## src/rtl/call_ret_seq.sv

```systemverilog
// ============================================================================
// Module   : call_ret_seq
// Purpose  : PC sequencer for CALL/RET/JUMP/STEP driving an 8-bit hardware
//            stack, with a shadow depth count and sticky ovf/udf flags.
//            Optional macro CALL_RET_HWM_EN adds the hwm (high-water) output.
// Revision : 1.0  initial release
// ============================================================================
`default_nettype none

module call_ret_seq #(
    parameter int         DEPTH  = 255,
    parameter int         RD_LAT = 0,
    parameter logic [7:0] RST_PC = 8'h00
) (
    input  logic       clk,
    input  logic       rst,
    input  logic       call,
    input  logic       ret,
    input  logic       jump,
    input  logic       step,
    input  logic [7:0] target,
    input  logic [7:0] stk_data,
    output logic [7:0] pc,
    output logic       busy,
    output logic       stk_push,
    output logic       stk_pop,
    output logic [7:0] stk_value,
    output logic [7:0] depth,
`ifdef CALL_RET_HWM_EN
    output logic [7:0] hwm,
`endif
    output logic       ovf,
    output logic       udf
);

    localparam logic [7:0] DEPTH_MAX = 8'(DEPTH);

    typedef enum logic [0:0] {
        S_IDLE     = 1'b0,
        S_RET_WAIT = 1'b1
    } state_t;

    state_t     state_q, state_d;
    logic [7:0] pc_q, pc_d;
    logic [7:0] depth_q, depth_d;
    logic       ovf_q, ovf_d;
    logic       udf_q, udf_d;
    logic [7:0] pc_inc;

    assign pc_inc = pc_q + 8'd1;

    always_comb begin
        state_d  = state_q;
        pc_d     = pc_q;
        depth_d  = depth_q;
        ovf_d    = ovf_q;
        udf_d    = udf_q;
        stk_push = 1'b0;
        stk_pop  = 1'b0;
        busy     = 1'b0;
        case (state_q)
            S_IDLE: begin
                if (call) begin
                    if (depth_q < DEPTH_MAX) begin
                        stk_push = 1'b1;
                        pc_d     = target;
                        depth_d  = depth_q + 8'd1;
                    end else begin
                        ovf_d = 1'b1;
                        pc_d  = pc_inc;
                    end
                end else if (ret) begin
                    if (depth_q == 8'd0) begin
                        udf_d = 1'b1;
                        pc_d  = pc_inc;
                    end else begin
                        stk_pop = 1'b1;
                        depth_d = depth_q - 8'd1;
                        // Slow stack: data arrives a cycle after the pop strobe.
                        if (RD_LAT == 0) pc_d = stk_data;
                        else             state_d = S_RET_WAIT;
                    end
                end else if (jump) begin
                    pc_d = target;
                end else if (step) begin
                    pc_d = pc_inc;
                end
            end
            S_RET_WAIT: begin
                busy    = 1'b1;
                pc_d    = stk_data;
                state_d = S_IDLE;
            end
            default: state_d = S_IDLE;
        endcase
    end

    always_ff @(posedge clk) begin
        if (rst) begin
            state_q <= S_IDLE;
            pc_q    <= RST_PC;
            depth_q <= 8'd0;
            ovf_q   <= 1'b0;
            udf_q   <= 1'b0;
        end else begin
            state_q <= state_d;
            pc_q    <= pc_d;
            depth_q <= depth_d;
            ovf_q   <= ovf_d;
            udf_q   <= udf_d;
        end
    end

`ifdef CALL_RET_HWM_EN
    logic [7:0] hwm_q, hwm_d;

    assign hwm_d = (depth_d > hwm_q) ? depth_d : hwm_q;

    always_ff @(posedge clk) begin
        if (rst) hwm_q <= 8'd0;
        else     hwm_q <= hwm_d;
    end

    assign hwm = hwm_q;
`endif

    assign pc        = pc_q;
    assign depth     = depth_q;
    assign ovf       = ovf_q;
    assign udf       = udf_q;
    assign stk_value = stk_push ? pc_inc : 8'd0;

endmodule

`default_nettype wire

```

## config.mk

```make
export PLATFORM = sky130hd
export DESIGN_NAME = call_ret_seq
export DESIGN_NICKNAME = d
export VERILOG_FILES = /design/src/rtl/call_ret_seq.sv
export SDC_FILE = /design/constraint.sdc
export NUM_CORES = 1
export LEC_CHECK = 0
export ABC_AREA = 1
export CAP_MARGIN = 5
export CORE_ASPECT_RATIO = 0.6
export CORE_MARGIN = 3
export CORE_UTILIZATION = 25
export DETAILED_ROUTE_END_ITERATION = 16
export PLACE_DENSITY = 0.58
export REMOVE_ABC_BUFFERS = 1
export SETUP_SLACK_MARGIN = 0.1
export SYNTH_ARGS = -nofsm -noshare
export SYNTH_HDL_FRONTEND = slang
export SYNTH_SLANG_ARGS = --single-unit
export TNS_END_PERCENT = 10
```

## constraint.sdc

```tcl
create_clock -name clk -period 2.5 [get_ports clk]
set_clock_uncertainty 0.1 [all_clocks]
set_input_delay 0.5 -clock clk [delete_from_list [all_inputs] [get_ports clk]]
set_output_delay 0.5 -clock clk [all_outputs]
set_load 0.1 [all_outputs]
```

==> run summary <==
The run finished with clean final reports. The maximum vdd ir drop is 0.206 mV. The placed cell count is 367. TritonCTS built the clock tree.

Excluding fillers, the count of instances in the completed layout stands at 370. After detailed routing, the average wire length per cell comes to 12.7 µm. The final hold violation count is 0. The count of pins over their slew limit is 0. The initial core utilization is 26.4%.

The number of distinct library cells after synthesis is 28. The clock transition at the register clock pins on the worst setup and hold paths after CTS is 0.07 ns. After detailed routing, the number of remaining DRC violations is 0.

The min-delay analysis places its worst path in the category flip-flop to flip-flop. The wire length of the first global-routing pass is 7520 µm. The clock latency on the worst-skew pair is 0.26 ns.

In this run, the number of DRC markers left after iteration 0 of detailed routing was 104. The final RePlAce weighted congestion is 0.769. The total I/O pin count is 51.

The path with the worst hold slack has its endpoint at ovf$_SDFFE_PP0P_. The critical path data arrival time came out at 1.78 ns. The startpoint class of the critical path is a flip-flop.

The synthesized netlist cell count came out at 239. The final critical-path share of the clock period came out at 95.0%. Buffers inserted to repair hold after CTS numbered 0. For this block, the via count after detailed routing is 1,595. Global routing used 13.8% of the available tracks across all layers. The register-to-register setup slack is 0.66 ns. The endpoint of the worst register-to-register path is depth[2]$_SDFFE_PP0P_. The clock period could shrink to 2.38 ns. The total overflow left after global routing is 0. The synthesis-stage register bit count came out at 18. The count of endpoints failing setup in the final report is 0.

The count of H-tree levels built during CTS is 1. The average footprint of a synthesized cell came out at 6.28 µm². The final antenna-violating net count is 0. The sum of net half-perimeters after detailed placement came out at 3700 µm.

The worst slew slack as a fraction of its limit came out at 63.6%. The number of cells on the worst reg-to-reg path is 8. At the pin with the least slew margin, the transition time is 0.545 ns.

The depth of the worst hold-timing path is 2. The post-synthesis instance area came out at 0.00150 mm². The fraction of layout instances using a drive strength above 1 came out at 17.2%. The clock sink count is 18. Leaving out fill and tap cells, the most frequent cells in the layout are 52 x nand2_1, 38 x inv_1, 24 x buf_4. The via count of the first global-routing pass came out at 1,405. The power per cell area is 622 mW/mm².

In this run the worst setup path begins at pc[0]$_SDFFE_PP0P_. From bottom edge to top edge, the die measures 66.0 µm. The total power after layout is 1.36 mW. The critical path is of the flip-flop to primary output type.

Setup repair after global routing could not meet its margin everywhere. Final hold analysis gives a worst-case slack of 0.362 ns. The number of buffers created by CTS is 3. The highest attainable clock frequency is 0.421 GHz.

The register area share after synthesis came out at 24.0%. The startpoint identified for the worst hold timing path is ovf$_SDFFE_PP0P_. The largest fanout on the critical path came out at 6.

STA puts the critical path data required time at 1.90 ns. The layout overhead on the synthesized area is 45.5%. The total die area came out at 0.00700 mm². The startpoint identified for the worst register-to-register timing path is depth[0]$_SDFFE_PP0P_. The max-cap violation count is 0. Entering global routing, the biggest net connects 17 pins.

The endpoint kind of the worst setup timing path is a primary output. The maximum clock insertion buffer count is 2. The static leakage power is 1.04 nW.

The detailed-route wire length is 4700 µm. The mean number of vias per cell is 4.31. The standard cell area after detailed placement came out at 0.00213 mm². The site row count is 21. The finished cells cover 0.00218 mm². For this run, the number of Yosys warnings is 0. The number of antenna violations at the first check in global routing is 0.

The antenna cell count came out at 0. The count of input and output buffers came out at 49. The total core area is 0.00568 mm².

Leaving out fill and tap cells, the most frequent cell in the layout is nand2_1. The cell at the root of the clock tree is clkbuf_8. The net count of the finished layout is 322. The total iterations of the first detailed-routing run is 5. The die extent in x is 106 µm.
-- worst max path at each step --
stage                       endpoint
3_5_place_dp   depth[7]$_SDFFE_PP0P_
6_report                stk_value[6]
4_1_cts                 stk_value[6]
5_1_grt                 stk_value[5]
3_3_place_gp   depth[7]$_SDFFE_PP0P_
2_1_floorplan           stk_value[7]
-- cell type report --
class / instances / area (µm²)
clock buffers: 3 / 41.3
fillers: 621 / 3490
inverters: 38 / 143
multi-input cells: 176 / 947
flip-flops and latches: 18 / 362
well taps: 80 / 100
repair buffers: 55 / 591
-- power by group --
part | switching [mW] | internal, mW
Clock | 0.107 | 0.108
Combinational | 0.544 | 0.229
Sequential | 0.0503 | 0.321
-- synthesized netlist by cell type --
| master | instances | area, µm² |
|---|---|---|
| nor2_4 | 1 | 11.3 |
| buf_2 | 1 | 5.00 |
| nor2_1 | 23 | 86.3 |
| xor2_1 | 6 | 52.6 |
| nand3_1 | 21 | 105 |
| or2_2 | 1 | 6.26 |
| xnor2_1 | 2 | 17.5 |
| buf_4 | 1 | 7.51 |
| conb_1 | 1 | 3.75 |
| a21oi_1 | 21 | 105 |
| ha_1 | 7 | 87.6 |
| dfxtp_1 | 18 | 360 |
| fa_1 | 1 | 20.0 |
| o21ai_0 | 12 | 60.1 |
| nand4_1 | 6 | 37.5 |
| a21boi_0 | 7 | 52.6 |
| o21ai_1 | 3 | 15.0 |
| inv_1 | 38 | 143 |
| or2_1 | 1 | 6.26 |
| nand2_2 | 5 | 31.3 |
| nand2_1 | 52 | 195 |
| nand2b_1 | 1 | 6.26 |
| nor2_2 | 2 | 12.5 |
| a31oi_1 | 1 | 6.26 |
| clkbuf_1 | 1 | 3.75 |
| nand3_2 | 1 | 10.0 |
| buf_6 | 4 | 45.0 |
| o21a_1 | 1 | 7.51 |
-- worst max-delay path: stages (launching register included) --
cell and delay, ns:
dfxtp_2 0.39, ha_1 0.25, nand4_1 0.21, xor2_1 0.23, inv_1 0.05, nor2_1 0.17, buf_12 0.20
-- layer usage --
metal | vias up | track usage (%) | share of wire (%)
met5 | - | 0 | 0
met4 | 0 | 2.91 | 1.1
met3 | 4 | 2.83 | 4.5
met2 | 39 | 16.5 | 36
met1 | 686 | 23.2 | 58
li1 | 866 | - | -
-- flip-flops by register name (all words and copies together), names as in the netlist --
name,count
depth,8
pc,8
udf,1
ovf,1
-- cells by family (layout without fill, tap and decap cells) --
| group | count (synthesis) | count (layout) | share of synthesized area, % |
|---|---|---|---|
| buffers and inverters | 45 | 96 | 13.6 |
| XOR/XNOR | 8 | 8 | 4.67 |
| other | 1 | 1 | 0.250 |
| AND/OR/NAND/NOR | 114 | 114 | 33.9 |
| adder cells (fa/ha/maj) | 8 | 8 | 7.17 |
| flip-flops | 18 | 18 | 24.0 |
| AO/OA/AOI/OAI | 45 | 45 | 16.4 |
-- what timing repair did --
action / CTS / global route
endpoints found under the setup margin: 4 / 5
setup buffers: 0 / 0
gates resized for setup: 1 / 3
-- stage by stage --
stage	utilization (%)	setup slack, ns	TNS (ns)
CTS	38.3	0.0532	0
floorplan	-	-1.24	-7.84
global placement	37.5	0.0999	0
finish	38.5	0.125	0
global route	38.5	0.00489	0
detailed placement	37.5	0.0256	0
No activity file was read; power rests on OpenSTA's default activity.
